==> config.mk <==
export PLATFORM = sky130hd
export DESIGN_NAME = lif_array
export DESIGN_NICKNAME = d
export VERILOG_FILES = /design/src/rtl/lif_pkg.sv /design/src/rtl/lif_core.sv /design/src/rtl/lif_array.sv
export SDC_FILE = /design/constraint.sdc
export NUM_CORES = 1
export LEC_CHECK = 0
export CELL_PAD_IN_SITES_DETAIL_PLACEMENT = 0
export CELL_PAD_IN_SITES_GLOBAL_PLACEMENT = 1
export CORE_ASPECT_RATIO = 2
export CORE_MARGIN = 1.5
export CORE_UTILIZATION = 51
export CTS_CLUSTER_SIZE = 10
export DETAILED_ROUTE_END_ITERATION = 16
export GPL_ROUTABILITY_DRIVEN = 1
export PLACE_DENSITY_LB_ADDON = 0.1
export REMOVE_ABC_BUFFERS = 1
export SETUP_SLACK_MARGIN = 0.15
export SYNTH_ARGS = -nofsm -noshare
export SYNTH_HDL_FRONTEND = slang
export SYNTH_SLANG_ARGS = --single-unit
==> constraint.sdc <==
create_clock -name clk -period 11.26 [get_ports clk]
set_clock_uncertainty 0.15 [all_clocks]
set_input_delay 1.689 -clock clk [delete_from_list [all_inputs] [get_ports clk]]
set_output_delay 1.689 -clock clk [all_outputs]
set_load 0.01 [all_outputs]
==> src/rtl/lif_pkg.sv <==
`default_nettype none
// ============================================================================
// Module   : lif_pkg
// Purpose  : Shared types and arithmetic helpers for the LIF neuron array.
//            Holds the sweep FSM state encoding, a saturating adder and the
//            shift-based threshold adaptation rules. The helpers work on
//            32-bit containers so that one definition serves every W <= 31.
// Revision : 1.0  initial release
// ============================================================================
package lif_pkg;

  typedef enum logic [1:0] {
    ST_IDLE = 2'd0,
    ST_RUN  = 2'd1,
    ST_DONE = 2'd2
  } lif_state_e;

  // min(a + b, 2^w - 1); the sum is formed one bit wider than the operands
  // so that it cannot wrap before the comparison.
  function automatic logic [31:0] sat_add(input logic [31:0] a,
                                          input logic [31:0] b,
                                          input int          w);
    logic [32:0] sum;
    logic [31:0] cap;
    cap = (32'd1 << w) - 32'd1;
    sum = {1'b0, a} + {1'b0, b};
    if (sum > {1'b0, cap}) return cap;
    return sum[31:0];
  endfunction

  // Spike rule: thr + (thr >> shift), clamped at ceil_val.
  function automatic logic [31:0] thr_adapt_up(input logic [31:0] thr,
                                               input int          shift,
                                               input logic [31:0] ceil_val);
    logic [32:0] sum;
    sum = {1'b0, thr} + {1'b0, (thr >> shift)};
    if (sum > {1'b0, ceil_val}) return ceil_val;
    return sum[31:0];
  endfunction

  // No-spike rule: step down by max(thr >> shift, 1) but never below
  // floor_val; a threshold already at or under the floor is held.
  function automatic logic [31:0] thr_adapt_dn(input logic [31:0] thr,
                                               input int          shift,
                                               input logic [31:0] floor_val);
    logic [31:0] dec;
    dec = thr >> shift;
    if (dec == 32'd0) dec = 32'd1;
    if (thr <= floor_val) return thr;
    // Comparing against the headroom avoids an underflowing subtraction.
    if (dec >= (thr - floor_val)) return floor_val;
    return thr - dec;
  endfunction

endpackage
`default_nettype wire

==> src/rtl/lif_core.sv <==
`default_nettype none
// ============================================================================
// Module   : lif_core
// Purpose  : Purely combinational single-neuron leaky integrate-and-fire
//            update with adaptive threshold and refractory counter.
// Ports    : v, thr, r, cur          - stored state and input current
//            v_next, thr_next, r_next - updated state
//            spike                    - neuron fired this step
// Revision : 1.0  initial release
// ============================================================================
module lif_core
  import lif_pkg::*;
#(
  parameter int W              = 8,
  parameter int LEAK_SHIFT     = 3,
  parameter int THR_MIN        = 8,
  parameter int THR_MAX        = 255,
  parameter int ADAPT_UP_SHIFT = 2,
  parameter int ADAPT_DN_SHIFT = 5,
  parameter int REFRACT        = 2,
  parameter int RW             = 2
) (
  input  logic [W-1:0]  v,
  input  logic [W-1:0]  thr,
  input  logic [RW-1:0] r,
  input  logic [W-1:0]  cur,
  output logic [W-1:0]  v_next,
  output logic [W-1:0]  thr_next,
  output logic [RW-1:0] r_next,
  output logic          spike
);

  logic [W-1:0] w_leaked;
  logic [31:0]  w_integ;

  // v - (v >> k) never exceeds v, so the leak cannot underflow in W bits.
  assign w_leaked = v - (v >> LEAK_SHIFT);
  assign w_integ  = sat_add(32'(w_leaked), 32'(cur), W);

  always_comb begin
    v_next   = '0;
    thr_next = W'(thr_adapt_dn(32'(thr), ADAPT_DN_SHIFT, 32'(THR_MIN)));
    r_next   = r;
    spike    = 1'b0;
    if (r != '0) begin
      // Refractory: membrane clamped to zero, threshold keeps decaying.
      r_next = r - RW'(1);
    end else if (w_integ >= 32'(thr)) begin
      // Fire against the pre-update threshold, then raise it.
      spike    = 1'b1;
      r_next   = RW'(REFRACT);
      thr_next = W'(thr_adapt_up(32'(thr), ADAPT_UP_SHIFT, 32'(THR_MAX)));
    end else begin
      v_next = W'(w_integ);
    end
  end

endmodule
`default_nettype wire

==> src/rtl/lif_array.sv <==
`default_nettype none
// ============================================================================
// Module   : lif_array
// Purpose  : Time-multiplexed array of N leaky integrate-and-fire neurons
//            sharing one lif_core. A step pulse snapshots the current vector
//            and sweeps neurons 0..N-1, one per cycle, then publishes the
//            spike vector alongside a one-cycle done pulse.
// Ports    : clk, rst_n      - clock, synchronous active-low reset
//            step_i          - start a timestep sweep (accepted in IDLE)
//            current_i       - packed currents, neuron k at [k*W +: W]
//            busy_o          - sweep in progress
//            done_o          - one-cycle pulse, sweep complete
//            spikes_o        - spike vector of the last completed step
//            overrun_o       - one-cycle pulse, step_i seen while not IDLE
//            probe_idx_i     - debug neuron select
//            probe_v_o/thr_o - membrane / threshold of selected neuron
// Revision : 1.0  initial release
// ============================================================================
module lif_array
  import lif_pkg::*;
#(
  parameter int N_NEURONS      = 4,
  parameter int W              = 8,
  parameter int LEAK_SHIFT     = 3,
  parameter int THR_INIT       = 100,
  parameter int THR_MIN        = 8,
  parameter int THR_MAX        = (2 ** W) - 1,
  parameter int ADAPT_UP_SHIFT = 2,
  parameter int ADAPT_DN_SHIFT = 5,
  parameter int REFRACT        = 2,
  localparam int c_idx_w       = (N_NEURONS > 1) ? $clog2(N_NEURONS) : 1
) (
  input  logic                   clk,
  input  logic                   rst_n,
  input  logic                   step_i,
  input  logic [N_NEURONS*W-1:0] current_i,
  output logic                   busy_o,
  output logic                   done_o,
  output logic [N_NEURONS-1:0]   spikes_o,
  output logic                   overrun_o,
  input  logic [c_idx_w-1:0]     probe_idx_i,
  output logic [W-1:0]           probe_v_o,
  output logic [W-1:0]           probe_thr_o
);

  localparam int c_rw = (REFRACT > 0) ? $clog2(REFRACT + 1) : 1;
  localparam logic [c_idx_w-1:0] c_last_idx = c_idx_w'(N_NEURONS - 1);

  lif_state_e r_state;
  lif_state_e w_state_next;

  logic [c_idx_w-1:0]   r_idx;
  logic [W-1:0]         r_v   [N_NEURONS];
  logic [W-1:0]         r_thr [N_NEURONS];
  logic [c_rw-1:0]      r_ref [N_NEURONS];
  logic [W-1:0]         r_cur [N_NEURONS];
  logic [N_NEURONS-1:0] r_pending;
  logic [N_NEURONS-1:0] r_spikes;
  logic                 r_overrun;

  logic [W-1:0]         w_v_next;
  logic [W-1:0]         w_thr_next;
  logic [c_rw-1:0]      w_ref_next;
  logic                 w_spike;
  logic [N_NEURONS-1:0] w_pending_next;
  logic                 w_last;
  logic                 w_probe_ok;

  assign w_last = (r_idx == c_last_idx);

  // --------------------------------------------------------------------------
  // Sweep FSM
  // --------------------------------------------------------------------------
  always_ff @(posedge clk) begin
    if (!rst_n) r_state <= ST_IDLE;
    else        r_state <= w_state_next;
  end

  always_comb begin
    w_state_next = r_state;
    case (r_state)
      ST_IDLE: if (step_i) w_state_next = ST_RUN;
      ST_RUN:  if (w_last) w_state_next = ST_DONE;
      ST_DONE: w_state_next = ST_IDLE;
      default: w_state_next = ST_IDLE;
    endcase
  end

  // --------------------------------------------------------------------------
  // Shared update datapath, fed by the neuron currently addressed by r_idx
  // --------------------------------------------------------------------------
  lif_core #(
    .W              (W),
    .LEAK_SHIFT     (LEAK_SHIFT),
    .THR_MIN        (THR_MIN),
    .THR_MAX        (THR_MAX),
    .ADAPT_UP_SHIFT (ADAPT_UP_SHIFT),
    .ADAPT_DN_SHIFT (ADAPT_DN_SHIFT),
    .REFRACT        (REFRACT),
    .RW             (c_rw)
  ) u_core (
    .v        (r_v[r_idx]),
    .thr      (r_thr[r_idx]),
    .r        (r_ref[r_idx]),
    .cur      (r_cur[r_idx]),
    .v_next   (w_v_next),
    .thr_next (w_thr_next),
    .r_next   (w_ref_next),
    .spike    (w_spike)
  );

  always_comb begin
    w_pending_next        = r_pending;
    w_pending_next[r_idx] = w_spike;
  end

  always_ff @(posedge clk) begin
    if (!rst_n) begin
      for (int k = 0; k < N_NEURONS; k++) begin
        r_v[k]   <= '0;
        r_thr[k] <= W'(THR_INIT);
        r_ref[k] <= '0;
        r_cur[k] <= '0;
      end
      r_idx     <= '0;
      r_pending <= '0;
      r_spikes  <= '0;
      r_overrun <= 1'b0;
    end else begin
      // Steps arriving in RUN or DONE are dropped but flagged.
      r_overrun <= step_i && (r_state != ST_IDLE);
      case (r_state)
        ST_IDLE: begin
          if (step_i) begin
            // Shadow copy: the sweep is immune to current_i changing mid-run.
            for (int k = 0; k < N_NEURONS; k++) begin
              r_cur[k] <= current_i[k*W +: W];
            end
            r_idx     <= '0;
            r_pending <= '0;
          end
        end
        ST_RUN: begin
          r_v[r_idx]   <= w_v_next;
          r_thr[r_idx] <= w_thr_next;
          r_ref[r_idx] <= w_ref_next;
          r_pending    <= w_pending_next;
          if (w_last) begin
            // Publish on the final update so spikes_o is valid with done_o.
            r_spikes <= w_pending_next;
          end else begin
            r_idx <= r_idx + c_idx_w'(1);
          end
        end
        default: ;
      endcase
    end
  end

  assign busy_o    = (r_state == ST_RUN);
  assign done_o    = (r_state == ST_DONE);
  assign spikes_o  = r_spikes;
  assign overrun_o = r_overrun;

  // Out-of-range selects (non power-of-two N) read as zero.
  assign w_probe_ok  = (32'(probe_idx_i) < N_NEURONS);
  assign probe_v_o   = w_probe_ok ? r_v[probe_idx_i]   : '0;
  assign probe_thr_o = w_probe_ok ? r_thr[probe_idx_i] : '0;

endmodule
`default_nettype wire

* Yosys cells after proc, flatten, opt, wreduce, memory -nomap -nowiden *
Memory sizes are Yosys's and may differ from the RTL's. A register that Yosys moved wholly into a read port is not among the register bits.
Cells that the tools add are included.

cells by class
  bitwise operators = 4
  reduce and logical (&&, ||, !) cells = 14
  mux-type cells = 64
  $add $sub $neg = 7
  magnitude comparators = 7
  eq/ne operators = 6

operators with widths
  cell                                                             count
  two-way mux 8 bit                                                16
  two-way mux 32 bit                                               2
  two-way mux 2 bit                                                18
  > comparator 33 x 8 -> 1 bit (second input constant)             1
  >= comparator 3 x 32 -> 1 bit                                    1
  >= comparator 32 x 8 -> 1 bit                                    1
  zero test 32 bit                                                 1
  two-way mux 1 bit                                                21
  OR reduction 8 bit                                               2
  adder 8 x 6 -> 9 bit                                             1
  adder 8 x 8 -> 9 bit                                             1
  > comparator 9 x 8 -> 1 bit (second input constant)              1
  subtractor 8 x 4 -> 9 bit (second input constant)                1
  less-or-equal comparator 8 x 4 -> 1 bit (second input constant)  1
  one-hot mux 2 bit (2 select lines)                               2
  one-hot mux 4 bit (2 select lines)                               1
  subtractor 8 x 3 -> 8 bit                                        1
  subtractor 8 x 5 -> 8 bit                                        1
  AND reduction 2 bit                                              3
  nonzero test 2 bit                                               3
  bitwise mux 4 bit                                                1
  equality test 2 bit (second input constant)                      2
  two-way mux 4 bit                                                1
  != test 2 bit (second input constant)                            2
  other kinds (13)                                                 17

storage, ports and cells
  RAM bits = 104
  register bits after elaboration = 13
  memories = 4

memories
  name   depth  width  rd ports  clocked after Yosys merged registers in  wr ports  RTL line         source
  r_cur  4      8      1         1                                        4         lif_array.sv:56  logic [W-1:0] r_cur [N_NEURONS];
  r_thr  4      8      2         1                                        4         lif_array.sv:54  logic [W-1:0] r_thr [N_NEURONS];
  r_v    4      8      2         1                                        4         lif_array.sv:53  logic [W-1:0] r_v [N_NEURONS];
  r_ref  4      2      1         1                                        4         lif_array.sv:55  logic [c_rw-1:0] r_ref [N_NEURONS];

* Depth between registers and ports, before layout *
  depth in word-level cells = 12
  depth in mapped cells = 28

* Hierarchy *
A second synthesis with hierarchy kept.

unflattened totals
  cell total of the unflattened synthesis = 575
  area, all modules = 7223.2 sq um

by module, submodules not included
  module     cells each  area each (sq um)  times used
  lif_array  345         5529.1             1
  lif_core   230         1694.1             1

* Worst setup path after synthesis *
OpenSTA, ideal clock, no wires.

  path type = reg2reg
  start point = reg with a tool-made name
  end point = mem r_thr[3][6], data pin
  path buffers = 5
  path slack = 4.822 ns
  data required time = 10.841 ns
  stages on the path, launching flop included = 24
  setup time = 0.269 ns
  arrival = 6.019 ns
  path through = dfxtp_1 buf_6 buf_4 buf_1 mux4_2 ha_1 inv_1 fa_1 fa_1 a21o_1 a21o_1 a21oi_1 o21ai_1 a21oi_1 clkbuf_1 nand2_1 ha_1 a21oi_1 nand2_1 a211o_1 o21ai_0 clkbuf_1 a211o_1 nand3_1

RTL lines
  what              RTL line
  end: declaration  lif_array.sv:54

==> impl_metrics.yaml <==
die:
  horizontal_die_dimension_um: 85.65
  core-area_um2: 13360
  core.rowCount: 60
  initial_core_util_pct: 52.14
  fp.dieH_um: 168.3
  fp.dieArea_um2: 14410
  design.portCount: 60
detailed_routing:
  detail_route.iter0.violations: 314
  post_drt_wl_per_cell_um: 22.28
  dr.pass1.iters: 11
  drt_drc_violations_left: 5
  ant_nets: 0
  avgViaCountPerCell: 6.114
  vias: 4830
  routed_wl_mm: 17.61
timing:
  tightest_hold_margin_ns: 0.3159
  min_period_over_period_pct: 62.16
  max_freq_ghz: 0.1429
  slew_viol_final: 0
  totalNegativeSetupSlack_ns: 0
  max_slew.worst_pin.slew_ns: 1.115
  max-slew-margin-rel_pct: 25.12
  timing.final.hold_violations: 0
  rsz_0062_raised_after_global_routing: "false"
  finalCriticalPeriod_ns: 6.999
  final-setup-viol-count: 0
outcome:
  violated_checks: "design-rule violations"
  run_status: "complete, but fails checks"
place:
  place.detailed.hpwl_mm: 12.72
  place_congestion: 0.9203
  buffer_ports.inserted: 59
power_and_ir_drop:
  switching_share_pct: 33.18
  p_int_mw: 1.015
  clkPwrFrac_pct: 36.7
  logic_gate_share_of_total_power_pct: 29.2
  cellLeakagePower_nw: 3.124
  power_density_nw_per_um2: 183.3
  switching_power_mw: 0.5040
  p_seq_share_pct: 34.1
  vdd_ir_drop_max_v: 0.0001375
yosys:
  yosysTopAreaCell: "edfxtp_1"
  synth_seq_cells: 118
  mappedNetlistArea_um2: 6968
  synth-compound-area-share_pct: 10.11
  synthDominantCellAreaShare_pct: 44.82
  ys_seq_area_share_pct: 48.84
  async_set_reset_flop_share_out_of_synthesis_pct: 0
  syn-mean-instance-area_um2: 12.33
  synth_fa_ha_area_share_pct: 8.152
  biggest_area_contributors_in_the_synthesized_netlist: "edfxtp_1 (45%), mux4_2 (14%), ha_1 (7.0%), dfxtp_1 (4.0%), and2_1 (3.1%)"
  proportion_of_synthesized_area_in_mux_cells_pct: 14.20
  synth.distinct_cells: 51
  ys.warnings.count: 0
  synth-simple-area-share_pct: 12.95
  synth-edff-count: 104
  synth_xor_xnor_area_share_pct: 2.263
  postSynthCellCount: 565
  synth_top_cells_by_count: "edfxtp_1 (104), nor2_1 (47), mux4_2 (43), ha_1 (39), a21oi_1 (36)"
  synth_top_family_by_area: "multiplexers"
  synth-main-ff-cell: "edfxtp_1"
  post-synth-top-count-cell: "edfxtp_1"
worst_setup_path:
  timing.critical_path.slowest_stage_cell: "a21oi_1"
  path_class: "flop to flop"
  crit_arrival_ns: 7.08
  setup.worst_path.start_class: "flop"
  timing.critical_path.to_type: "flop"
  critical-path-top-cell-by-count: "a21oi_1"
  register_to_register_setup_slack_ns: 4.26
  worstPathCellList: "buf_4, mux4_2, inv_1, ha_1, inv_1, fa_1, nand2_1, nand2_1, a21oi_1, nor2b_1, nor3_1, xnor2_1, ha_1, a21oi_1, o21ai_1, a21oi_1, nand2_1, ha_1, a21oi_1, nand2_1, a211o_1, or3_1, nand2b_1, a21oi_1"
  critical_path.max_fanout: 27
  crit_path_max_incr_delay_ns: 0.81
  critical_path_required_ns: 11.34
clock_tree:
  longest_clk_path_bufs: 2
  htree_levels: 4
  clock_tree_from_tritoncts: "yes"
  cts.repair_timing.setup_buffer_count: 0
  clk_latency_ns: 0.42
  tritoncts.num_buffers: 17
  cts-hold-fix-buffers: 0
  cts.sinks: 118
  clk_root_buffer_cell: "clkbuf_16"
  clk_pin_slew_ns: 0.06
  cts_resized: 0
final_layout:
  fillers: 1105
  fin_nets: 702
  drive_gt1_share_pct: 14.49
  antenna_cells: 0
  syn_to_final_growth_pct: 18.94
global_routing:
  grt_pass1_vias: 5153
  first_pass_grt_wire_length_mm: 27.75
  globalRouteTotalUtil_pct: 26.15
  antenna_found_initial: 0
  grt_overflow_total: 0
  largest_net_degree_at_the_start_of_global_routing: 34
min_path:
  hold_class: "flop to flop"
flow_run:
  maxCapViolCount: 0
per-layer routing:
layer	global-route usage, %	up-vias	wire length (µm)
li1	-	2246	-
met1	26.95	2394	6071
met2	47.48	141	9749
met3	5.196	49	799
met4	15.78	0	985
met5	0	-	0
power by group through the flow:
stage / combinational, mW / clock (mW) / sequential (mW)
finish: 0.444 / 0.557 / 0.519
global route: 0.492 / 0.580 / 0.521
CTS: 0.445 / 0.562 / 0.519
detailed placement: 0.441 / 0 / 0.528
global placement: 0.432 / 0 / 0.525
floorplan: 0.304 / 0 / 0.526
cell families after synthesis:
group,Yosys count
DFF,118
AOI/OAI and AO/OA,103
muxes,45
xor gates and xnor gates,18
buffers and inverters,59
and+or+nand+nor,179
adders and majority gates,43
path summary, 6_finish.rpt:
kind | start | to | cells after the start
setup / recovery | flop | r_v[1][7]$_SDFFCE_PN0P_ | 24
hold / removal | spikes_o[1]$_SDFFE_PN0P_ | spikes_o[1]$_SDFFE_PN0P_ | 2
setup reg to reg | flop | r_v[1][7]$_SDFFCE_PN0P_ | 24
hold reg to reg | spikes_o[1]$_SDFFE_PN0P_ | spikes_o[1]$_SDFFE_PN0P_ | 2
worst max-delay path, delay by kind of cell (launching register included):
kind | cells | cell delay [ns]
AOI/OAI and AO/OA | 7 | 2.18
xor gates and xnor gates | 1 | 0.10
adders and majority gates | 4 | 1.31
buffers and inverters | 3 | 0.60
DFF | 1 | 0.31
muxes | 1 | 0.57
and+or+nand+nor | 8 | 1.57
through the flow:
step / std cells / area (µm²) / utilization [%] / setup slack (ns) / total power, mW
2_1_floorplan: 538 / 6845 / - / 4.348 / 0.8301
3_3_place_gp: 758 / 7681 / 57.48 / 4.517 / 0.9575
3_5_place_dp: 758 / 7681 / 57.48 / 4.270 / 0.9688
4_1_cts: 790 / 8288 / 62.02 / 4.271 / 1.525
5_1_grt: 790 / 8288 / 62.02 / 3.566 / 1.594
6_report: 790 / 8288 / 62.02 / 4.261 / 1.519
registers in the layout, indices dropped and copies added (netlist names), named ones only:
register / count
r_ref: 8
r_idx: 2
r_pending: 3
spikes_o: 4
r_v: 32
r_cur: 32
overrun_o: 1
r_thr: 32
r_state: 2
placed cells by master, fill, tap and decap left out, types with 3 or more instances in the layout:
cell type,synthesis,routed
nand2_1,26,26
a21oi_1,36,36
clkdlybuf4s50_1,0,59
a21o_1,9,9
fa_1,4,4
mux4_2,43,43
a311oi_2,3,3
a211oi_1,9,9
ha_1,39,39
a22o_1,3,3
inv_1,32,32
o21ai_0,17,17
nor2b_1,9,9
inv_8,0,4
o21bai_1,4,4
nor3_1,23,22
nand3_1,18,18
and2_1,34,34
nand2b_1,6,6
clkbuf_16,0,17
o21ai_1,5,5
a211o_1,4,4
buf_4,1,6
xnor2_1,12,12
dfxtp_1,14,13
edfxtp_1,104,104
xor2_1,6,6
inv_6,0,6
nor2_1,47,47
layout make-up:
cell class / instances / area, µm² / area share [%]
sequential: 118 / 3405 / 41.08
multi-input combinational: 388 / 3327 / 40.14
timing repair buffer: 65 / 635.6 / 7.669
clock buffer: 17 / 425.4 / 5.133
tap: 155 / 193.9 / 2.340
clock inverter: 15 / 181.4 / 2.189
inverter: 32 / 120.1 / 1.449
Note: power is estimated with default switching activity, not from simulation.
